===== src/rtl/uart_pkg.sv =====
// uart_pkg: definitions shared by the UART transmitter and receiver.
//   - uart_state_e : frame FSM state encoding
//   - DATA_W       : payload width of one character
//   - PAR_EVEN/ODD : parity-mode selectors
//   - calc_div     : sys_clk cycles per line bit
//   - calc_parity  : parity bit for one character
package uart_pkg;

   localparam int DATA_W = 8;

   localparam logic PAR_EVEN = 1'b0;
   localparam logic PAR_ODD  = 1'b1;

   typedef enum logic [2:0] {
      ST_IDLE   = 3'd0,
      ST_START  = 3'd1,
      ST_DATA   = 3'd2,
      ST_PARITY = 3'd3,
      ST_STOP   = 3'd4
   } uart_state_e;

   // Integer floor: the fractional part shows up as a small baud-rate error.
   function automatic int calc_div(input int clk_freq, input int baud);
      return clk_freq / baud;
   endfunction

   // Even mode gives XOR of the data, so data plus parity has an even count of ones.
   // Odd mode inverts that.
   function automatic logic calc_parity(input logic [DATA_W-1:0] data, input logic mode);
      return (^data) ^ mode;
   endfunction

endpackage


===== src/rtl/uart_tx_if.sv =====
// uart_tx_if: byte handshake into the UART transmitter.
//   tx_data  : byte to transmit (master -> slave)
//   tx_valid : tx_data is valid this cycle (master -> slave)
//   tx_ready : transmitter can take a byte this cycle (slave -> master)
// A byte is transferred on any sys_clk edge where tx_valid && tx_ready.
interface uart_tx_if;

   logic [uart_pkg::DATA_W-1:0] tx_data;
   logic                        tx_valid;
   logic                        tx_ready;

   modport master (output tx_data, output tx_valid, input tx_ready);
   modport slave  (input tx_data, input tx_valid, output tx_ready);

endinterface


===== src/rtl/uart_baud_tick.sv =====
// uart_baud_tick: bit-period timer for the UART.
//   sys_clk : system clock
//   rst     : asynchronous reset, active-high
//   en      : count while high; the counter is held at 0 while low
//   clr     : synchronous clear to 0
//   tick    : high on the last cycle of each bit period (count == DIV-1)
module uart_baud_tick #(
   parameter int DIV = 434
) (
   input  logic sys_clk,
   input  logic rst,
   input  logic en,
   input  logic clr,
   output logic tick
);

   localparam int               CNT_W   = (DIV > 1) ? $clog2(DIV) : 1;
   localparam logic [CNT_W-1:0] CNT_MAX = CNT_W'(DIV - 1);
   localparam logic [CNT_W-1:0] CNT_ONE = CNT_W'(1);

   logic [CNT_W-1:0] cnt_r;

   // Bit-period counter: 0..DIV-1, wraps on the tick, parked at 0 when disabled.
   always_ff @(posedge sys_clk or posedge rst) begin
      if (rst) begin
         cnt_r <= '0;
      end else if (clr || !en) begin
         cnt_r <= '0;
      end else if (cnt_r == CNT_MAX) begin
         cnt_r <= '0;
      end else begin
         cnt_r <= cnt_r + CNT_ONE;
      end
   end

   // The tick decodes a register and not external inputs, so it is glitch-free within the clock domain.
   assign tick = en && (cnt_r == CNT_MAX);

endmodule


===== src/rtl/uart_tx.sv =====
// uart_tx: UART serial transmitter.
//   sys_clk    : system clock, all logic on the rising edge
//   rst        : asynchronous reset, active-high
//   tx_if      : byte handshake (tx_data / tx_valid / tx_ready), slave side
//   serial_out : UART line, idle high
//   busy       : a frame is in progress
// Frame format: start bit, 8 data bits LSB-first, optional parity, then 1 or 2 stop bits.
// Each bit lasts DIV = CLK_FREQ/BAUD cycles.
module uart_tx
   import uart_pkg::*;
#(
   parameter int CLK_FREQ   = 50000000,
   parameter int BAUD       = 115200,
   parameter int PARITY_EN  = 1,
   parameter int PARITY_ODD = 0,
   parameter int STOP_BITS  = 1
) (
   input  logic     sys_clk,
   input  logic     rst,
   uart_tx_if.slave tx_if,
   output logic     serial_out,
   output logic     busy
);

   localparam int         DIV       = calc_div(CLK_FREQ, BAUD);
   localparam logic       PAR_MODE  = (PARITY_ODD != 0) ? PAR_ODD : PAR_EVEN;
   localparam logic [2:0] STOP_LAST = 3'(STOP_BITS - 1);

   generate
      if (DIV < 2 || (STOP_BITS != 1 && STOP_BITS != 2)) begin : g_bad_params
         $error("uart_tx: illegal parameters (CLK_FREQ/BAUD must be >= 2, STOP_BITS must be 1 or 2)");
      end
   endgenerate

   uart_state_e        state_r, next_state_s;
   logic [DATA_W-1:0]  shift_r, shift_next_s;
   logic [2:0]         bit_cnt_r, bit_cnt_next_s;
   logic               parity_r, parity_next_s;
   logic               serial_r, serial_next_s;
   logic               ready_r, busy_r;
   logic               tick_s, accept_s;

   // ready_r is a registered copy of (state_r == ST_IDLE), so it qualifies the handshake directly.
   assign accept_s = tx_if.tx_valid && ready_r;

   uart_baud_tick #(.DIV(DIV)) u_baud_tick (
      .sys_clk (sys_clk),
      .rst     (rst),
      .en      (state_r != ST_IDLE),
      .clr     (accept_s),
      .tick    (tick_s)
   );

   // Next-state, shifter and bit-counter logic. Every step is gated by the baud tick.
   always_comb begin
      next_state_s   = state_r;
      shift_next_s   = shift_r;
      bit_cnt_next_s = bit_cnt_r;
      parity_next_s  = parity_r;
      case (state_r)
         ST_IDLE: begin
            if (accept_s) begin
               next_state_s   = ST_START;
               shift_next_s   = tx_if.tx_data;
               parity_next_s  = calc_parity(tx_if.tx_data, PAR_MODE);
               bit_cnt_next_s = 3'd0;
            end else begin
               next_state_s   = ST_IDLE;
            end
         end
         ST_START: begin
            if (tick_s) begin
               next_state_s   = ST_DATA;
               bit_cnt_next_s = 3'd0;
            end else begin
               next_state_s   = ST_START;
            end
         end
         ST_DATA: begin
            if (tick_s) begin
               shift_next_s = {1'b0, shift_r[DATA_W-1:1]};
               if (bit_cnt_r == 3'd7) begin
                  next_state_s   = (PARITY_EN != 0) ? ST_PARITY : ST_STOP;
                  bit_cnt_next_s = 3'd0;
               end else begin
                  bit_cnt_next_s = bit_cnt_r + 3'd1;
               end
            end else begin
               next_state_s = ST_DATA;
            end
         end
         ST_PARITY: begin
            if (tick_s) begin
               next_state_s   = ST_STOP;
               bit_cnt_next_s = 3'd0;
            end else begin
               next_state_s   = ST_PARITY;
            end
         end
         ST_STOP: begin
            // In this state the bit counter counts stop bits.
            if (tick_s) begin
               if (bit_cnt_r == STOP_LAST) begin
                  next_state_s   = ST_IDLE;
                  bit_cnt_next_s = 3'd0;
               end else begin
                  bit_cnt_next_s = bit_cnt_r + 3'd1;
               end
            end else begin
               next_state_s = ST_STOP;
            end
         end
         default: begin
            next_state_s   = ST_IDLE;
            bit_cnt_next_s = 3'd0;
         end
      endcase
   end

   // Line level for the next cycle. It is taken from the next state so that serial_out can be a flop with no added latency.
   always_comb begin
      serial_next_s = 1'b1;
      case (next_state_s)
         ST_IDLE:   serial_next_s = 1'b1;
         ST_START:  serial_next_s = 1'b0;
         ST_DATA:   serial_next_s = shift_next_s[0];
         ST_PARITY: serial_next_s = parity_next_s;
         ST_STOP:   serial_next_s = 1'b1;
         default:   serial_next_s = 1'b1;
      endcase
   end

   // State and output registers. Reset forces the line idle-high at once and abandons any partial frame.
   always_ff @(posedge sys_clk or posedge rst) begin
      if (rst) begin
         state_r   <= ST_IDLE;
         shift_r   <= '0;
         bit_cnt_r <= 3'd0;
         parity_r  <= 1'b0;
         serial_r  <= 1'b1;
         ready_r   <= 1'b1;
         busy_r    <= 1'b0;
      end else begin
         state_r   <= next_state_s;
         shift_r   <= shift_next_s;
         bit_cnt_r <= bit_cnt_next_s;
         parity_r  <= parity_next_s;
         serial_r  <= serial_next_s;
         ready_r   <= (next_state_s == ST_IDLE);
         busy_r    <= (next_state_s != ST_IDLE);
      end
   end

   assign tx_if.tx_ready = ready_r;
   assign serial_out     = serial_r;
   assign busy           = busy_r;

endmodule


===== src/flat_wrapper.sv =====
// flat-port wrapper written by rule: the top's interface ports become plain ports
module uart_tx_flat import uart_pkg::*;
#(
   parameter int CLK_FREQ   = 50000000,
   parameter int BAUD       = 115200,
   parameter int PARITY_EN  = 1,
   parameter int PARITY_ODD = 0,
   parameter int STOP_BITS  = 1
)
  (sys_clk, rst, serial_out, busy, tx_if_tx_data, tx_if_tx_valid, tx_if_tx_ready);
  uart_tx_if tx_if_i ();
  input  logic sys_clk;
  input  logic rst;
  output logic serial_out;
  output logic busy;
  input wire logic [$bits(tx_if_i.tx_data)-1:0] tx_if_tx_data;
  input wire logic [$bits(tx_if_i.tx_valid)-1:0] tx_if_tx_valid;
  output wire logic [$bits(tx_if_i.tx_ready)-1:0] tx_if_tx_ready;
  assign tx_if_i.tx_data = tx_if_tx_data;
  assign tx_if_i.tx_valid = tx_if_tx_valid;
  assign tx_if_tx_ready = tx_if_i.tx_ready;
  uart_tx #(.CLK_FREQ(CLK_FREQ), .BAUD(BAUD), .PARITY_EN(PARITY_EN), .PARITY_ODD(PARITY_ODD), .STOP_BITS(STOP_BITS)) u_core (.sys_clk(sys_clk), .rst(rst), .tx_if(tx_if_i), .serial_out(serial_out), .busy(busy));
endmodule

===== config.mk =====
export PLATFORM = sky130hd
export DESIGN_NAME = uart_tx_flat
export DESIGN_NICKNAME = d
export VERILOG_FILES = /design/src/rtl/uart_pkg.sv /design/src/rtl/uart_tx_if.sv /design/src/rtl/uart_baud_tick.sv /design/src/rtl/uart_tx.sv /design/src/flat_wrapper.sv
export SDC_FILE = /design/constraint.sdc
export NUM_CORES = 1
export LEC_CHECK = 0
export ABC_AREA = 1
export CAP_MARGIN = 40
export CORE_UTILIZATION = 45
export DETAILED_ROUTE_END_ITERATION = 7
export HOLD_SLACK_MARGIN = 0.05
export PLACE_DENSITY = 0.72
export REMOVE_ABC_BUFFERS = 1
export SYNTH_ARGS = -nofsm -noshare
export SYNTH_HDL_FRONTEND = slang
export SYNTH_SLANG_ARGS = --single-unit
export TNS_END_PERCENT = 50

===== constraint.sdc =====
create_clock -name sys_clk -period 1.6 [get_ports sys_clk]
set_input_delay 0.32 -clock sys_clk [delete_from_list [all_inputs] [get_ports sys_clk]]
set_output_delay 0.32 -clock sys_clk [all_outputs]
set_load 0.05 [all_outputs]

=== Word level (Yosys, flattened, before mapping) ===
Index checks and enable logic that the tools add are counted.

* Add/sub/neg operators: 2
* Mux-type cells: 23
* Reductions and logical operators: 14
* Eq/ne operators: 13

{| class="wikitable"
|+ Operators by type and width
! kind !! count
|-
| 3-bit 2-to-1 mux || 11
|-
| 9-bit 2-to-1 mux || 2
|-
| 8-bit 2-to-1 mux || 2
|-
| 8-bit one-hot mux with 2 select lines || 1
|-
| 3-bit one-hot mux with 5 select lines || 1
|-
| 3-bit by 2-bit == test with 1-bit output (second input constant) || 4
|-
| 3-bit one-hot mux with 4 select lines || 1
|-
| 9-bit by 1-bit adder with 9-bit output (second input constant) || 1
|-
| 9-bit == test (second input constant) || 1
|-
| 3-bit zero test || 3
|-
| 8-bit parity || 1
|-
| 3-bit by 1-bit == test with 1-bit output (second input constant) || 2
|-
| 3-bit == test (second input constant) || 2
|-
| 2-bit by 1-bit != test with 1-bit output (second input constant) || 3
|-
| 3-bit nonzero test || 2
|-
| 4-bit AND reduction || 1
|-
| 3-bit by 1-bit adder with 3-bit output (second input constant) || 1
|-
| 1-bit 2-to-1 mux || 3
|-
| 1-bit one-hot mux with 3 select lines || 1
|-
| 3-bit AND reduction || 1
|-
| 1-bit logical AND || 2
|-
| 2-bit 2-to-1 mux || 1
|-
| 2-bit != test (second input constant) || 1
|-
| 2-bit nonzero test || 1
|-
| 3 further kinds || 3
|}

* Flip-flop bits (word level): 27
* Logic and storage cells: 61
* Input bits: 11
* Output and inout port bits: 3

=== Depth between registers and ports, before layout ===
* Word-level depth: 6
* Depth in mapped cells: 12
* Gate-level depth less buffers: 12

=== By module ===
A second synthesis with hierarchy kept.

* Cell total of the unflattened synthesis: 219
* Area, all modules: 1714.1 um^2

{| class="wikitable"
|+ By module, submodules not included
! module !! cells an instance !! area each (um^2) !! instances !! sequential area each (um^2)
|-
| uart_tx || 154 || 1173.6 || 1 || 452.9
|-
| uart_baud_tick || 65 || 540.5 || 1 || 225.2
|}

=== Least setup slack after synthesis ===
OpenSTA, ideal clock, no wires.

* Kind: flip-flop to flip-flop
* Start point: register u_core.ready_r, in the netlist u_core.tx_if.tx_ready
* End point: register u_core.serial_r, in the netlist u_core.serial_out
* Slack: 46 ps
* Clock period less this slack: 1554 ps
* Arrival time: 1471 ps
* Library setup time: 83 ps
* Buffers on the path: 0
* Data required time: 1517 ps
* Stages on the path, launching flop included: 10
* Path through: dfstp_2 -> nand2_1 -> nor2_8 -> inv_4 -> nand2_4 -> nand2_4 -> nand2_2 -> nand2_2 -> nand2_1 -> nand3_1

* Elaborated cells between the ends (all ways): 11
* Classes of those cells: eq/ne: 3; mux: 7; reduce/logical: 1

{| class="wikitable"
|+ RTL lines
! item !! line !! source
|-
| start: declaration || uart_tx.sv:40 || <nowiki>logic ready_r, busy_r;</nowiki>
|-
| start signal: assignment || uart_tx.sv:149 || <nowiki>ready_r <= (next_state_s == ST_IDLE);</nowiki>
|-
| 1-bit logical AND || uart_tx.sv:44 || <nowiki>assign accept_s = tx_if.tx_valid && ready_r;</nowiki>
|-
| 8-bit 2-to-1 mux || uart_tx.sv:62 || <nowiki>if (accept_s) begin</nowiki>
|-
| 8-bit one-hot mux with 2 select lines || uart_tx.sv:60 || <nowiki>case (state_r)</nowiki>
|-
| via u_core.shift_next_s[0] || uart_tx.sv:36 || <nowiki>logic [DATA_W-1:0] shift_r, shift_next_s;</nowiki>
|-
| 1-bit one-hot mux with 3 select lines || uart_tx.sv:123 || <nowiki>case (next_state_s)</nowiki>
|-
| via u_core.serial_next_s || uart_tx.sv:39 || <nowiki>logic serial_r, serial_next_s;</nowiki>
|-
| end signal: assignment || uart_tx.sv:148 || <nowiki>serial_r <= serial_next_s;</nowiki>
|-
| end: declaration || uart_tx.sv:39 ||
|}

The timed path passes the listed nets, and every way through them passes these cells. The select of a mux whose other input is x is not followed.
A chain may end at the register's enable or synchronous reset.

=== Final worst setup path ===
* Start point: register u_core.u_baud_tick.cnt_r[1]
* End point: register u_core.busy_r, in the netlist u_core.busy

* Longest elaborated chain between the ends: 5
* Elaborated cells between the ends (all ways): 8
* Classes of those cells: eq/ne: 1; mux: 5; reduce/logical: 2

{| class="wikitable"
|+ Ends and longest elaborated chain
! item !! line !! source
|-
| start: declaration || uart_baud_tick.sv:21 || <nowiki>logic [CNT_W-1:0] cnt_r;</nowiki>
|-
| start signal: assignment || uart_baud_tick.sv:32 || <nowiki>cnt_r <= cnt_r + CNT_ONE;</nowiki>
|-
| 9-bit == test * || uart_baud_tick.sv:37 || <nowiki>assign tick = en && (cnt_r == CNT_MAX);</nowiki>
|-
| 1-bit logical AND * || uart_baud_tick.sv:37 ||
|-
| 3-bit 2-to-1 mux, or another cell as far along || uart_tx.sv:102 || <nowiki>if (tick_s) begin</nowiki>
|-
| 3-bit one-hot mux with 5 select lines * || uart_tx.sv:60 ||
|-
| 3-bit nonzero test * || uart_tx.sv:150 || <nowiki>busy_r <= (next_state_s != ST_IDLE);</nowiki>
|-
| end signal: assignment || uart_tx.sv:150 ||
|-
| end: declaration || uart_tx.sv:40 ||
|}

Mark *: on every way between the ends. The rest lies on a longest branch, timed or not.

==> metrics.txt <==
worst setup path class=register to register; antenna violations before repair=0; critical path startpoint category=register; worst hold margin=408.3 ps; Crit-path slowest cell=dfrtp_1; Residual DRC=0; CTS tree=built; slowest stage delay, CP=400 ps; die width=62.74 um; crit path DAT=1680 ps; worst slack, placed=-68.10 ps; DR pass1 iterations=4; Slew Viols, Final=0; Longest Clk Path Bufs=2; CP required=1780 ps; H-tree lvl count=1; CP max FO=4; Synth Area in Adders=3.768%; hpwl dp=2432 um; Syn Inst Count=213; final setup margin=100.4 ps; Syn Area/Cell=7.795 um^2; Clk pin slew, worst setup/hold paths=90 ps; Placed Cells=283; vias in the first global route=1374; Leakage Power=1.025 nW; FF+latch count, synth=27; fraction of layout cells with a size suffix above 1=24.90%; Post-Layout Cell Count=291; final hold vios=0; # setup viols final=0; global-route wire length before repair=5740 um; largest net degree at the start of global routing=28; first-iteration detailed-routing DRC count=41; DRT Wirelength=3197 um; Synth warnings=0; Power, Total=1.183 mW; row count=21; Placement Cell Area=1951 um^2; initial core utilization=48.24%; Worst Path Buf+Inv=2; die height=62.74 um; port buffer count=13; Slew @ Worst Pin=341.1 ps; complex-gate fraction of the synthesized area=7.762%; Die ar.=3936 um^2; Setup Skew=3.619 ps; Post-synth ARST share=100.0%; Clock Latency Late Sink=280 ps; Clock Tree Root=clkbuf_8; largest family of logic cells by synthesized area=simple AND/OR/NAND/NOR gates; clock buffer count from CTS=3; final instance area=2081 um^2; maxcap violations=0; commonest non-fill, non-tap cell in the layout=nand2_1; slew margin rel.=77.26%; gr ovfl total=0; WL/cell=10.99 um; sequential fraction of the synthesis area=40.84%; period utilization=93.72%; Area Growth Syn to Fin=25.32%; FMAX=666.9 MHz; via count=1428; ys flop type=dfrtp_1; CP top delay family=simple AND/OR/NAND/NOR gates; status=finished clean; fin crit period=1500 ps; Ports=14; drt via density=4.907; maximum vdd ir drop=0.2672 mV; Post-Syn Area=1660 um^2; Placer Congestion=0.8099; Tot GR Track Use=18.46%; mux contribution to synthesized area=0%; Hold/Removal Path Class=input pin to asynchronous set/reset pin; most frequent cells in the layout=nand2_1, dfrtp_1, inv_1, nor2_1, buf_4; Post-synth EDFFs=0; # clock sinks=27; number of routed nets with antenna violations=0; Yosys cell types=31; simple-gate portion of the synthesized area=35.95%; antenna diode count=0; critical-path cell list=inv_2, ha_4, nand2_2, nor2_4, nand2_4, nand2_4, nand2_2, nor2_4, nand2_4, nor2_4, inv_2; Power per Cell Area=568.6 nW/um^2; Worst Setup End Kind=register; fin nets=262; core footprint=3442 um^2; Post-Synth XOR/XNOR Area=4.220%
path summary, 6_finish.rpt:
| path | end | depth (start not counted) | startpoint | slack, ps |
|---|---|---|---|---|
| setup / recovery | u_core.busy | 11 | u_core.u_baud_tick.cnt_r[1] | 100 |
| max in group asynchronous | u_core.serial_out | 3 | rst | 890 |
| min in group sys_clk | u_core.shift_r[0] | 2 | u_core.shift_r[0] | 500 |
| setup reg to reg | u_core.busy | 11 | u_core.u_baud_tick.cnt_r[1] | 100 |
| hold / removal | u_core.shift_r[5] | 3 | rst | 410 |
| hold reg to reg | u_core.shift_r[0] | 2 | u_core.shift_r[0] | 500 |
registers in the layout, summed over array words and instances (netlist names):
name	cells
u_core.tx_if.tx_ready	1
u_core.bit_cnt_r	3
u_core.serial_out	1
u_core.shift_r	8
u_core.state_r	3
u_core.u_baud_tick.cnt_r	9
u_core.parity_r	1
u_core.busy	1
kinds of logic (layout without fill, tap and decap cells):
group	count (synthesis)	count (layout)
simple gates	120	120
fa+ha+maj	5	5
xor+xnor	8	8
buf+inv	32	64
flops	27	27
compound gates	21	21
final cells by class:
cell class / count / area (um^2)
inverter: 31 / 118.9
clock buffer: 4 / 45.04
timing repair buffer: 29 / 267.8
tap: 46 / 57.56
fill: 308 / 1361
multi-input combinational: 154 / 913.4
sequential: 27 / 678.2
what timing repair did:
| action | in CTS | in global routing |
|---|---|---|
| gates resized for setup | 0 | 13 |
| endpoints found under the setup margin | 1 | 8 |
| setup buffers | 0 | 4 |
| pin swaps | 1 | 8 |
| hold buffers | 0 | 0 |
worst register-to-register path, stage by stage, from the launching register on:
cell     delay (ps)
dfrtp_1         400
inv_2            70
ha_4            130
nand2_2          70
nor2_4          150
nand2_4          90
nand2_4          80
nand2_2          70
nor2_4          130
nand2_4          80
nor2_4          120
inv_2            30
routing by layer:
layer  vias up  wire length [um]  global-route usage, %  share of wire [%]
li1        732                 -                      -                  -
met1       673              1499                  23.34                 47
met2        18              1582                  31.93                 49
met3         5                61                  1.825                1.9
met4         0                54                  7.849                1.7
met5         -                 0                      0                  0
cell usage after synthesis, drive strengths merged (3+ instances only):
| master | count | area share [%] |
|---|---|---|
| nand2 | 65 | 18 |
| nor2 | 31 | 10 |
| inv | 30 | 6.9 |
| dfrtp | 25 | 38 |
| nand3 | 13 | 4.2 |
| a21oi | 10 | 3.0 |
| ha | 5 | 3.8 |
| nor3 | 5 | 1.5 |
| o21ai | 5 | 1.5 |
| xnor2 | 4 | 2.1 |
| xor2 | 4 | 2.1 |
| o211ai | 3 | 1.4 |
report_power, final:
group	internal (mW)	total (mW)	leakage [nW]	switching [mW]
combinational	0.0500	0.104	0.673	0.0545
sequential	0.682	0.682	0.329	0
clock	0.179	0.397	0.0228	0.218
metrics by stage:
step                      utilization (%)  TNS (ps)
after floorplan                         -         0
after global placement              56.67    -119.9
after detailed placement            56.67    -327.3
after CTS                           57.98         0
after global routing                60.45    -5.976
final                               60.45         0
Note: power is estimated with default switching activity, not from simulation.
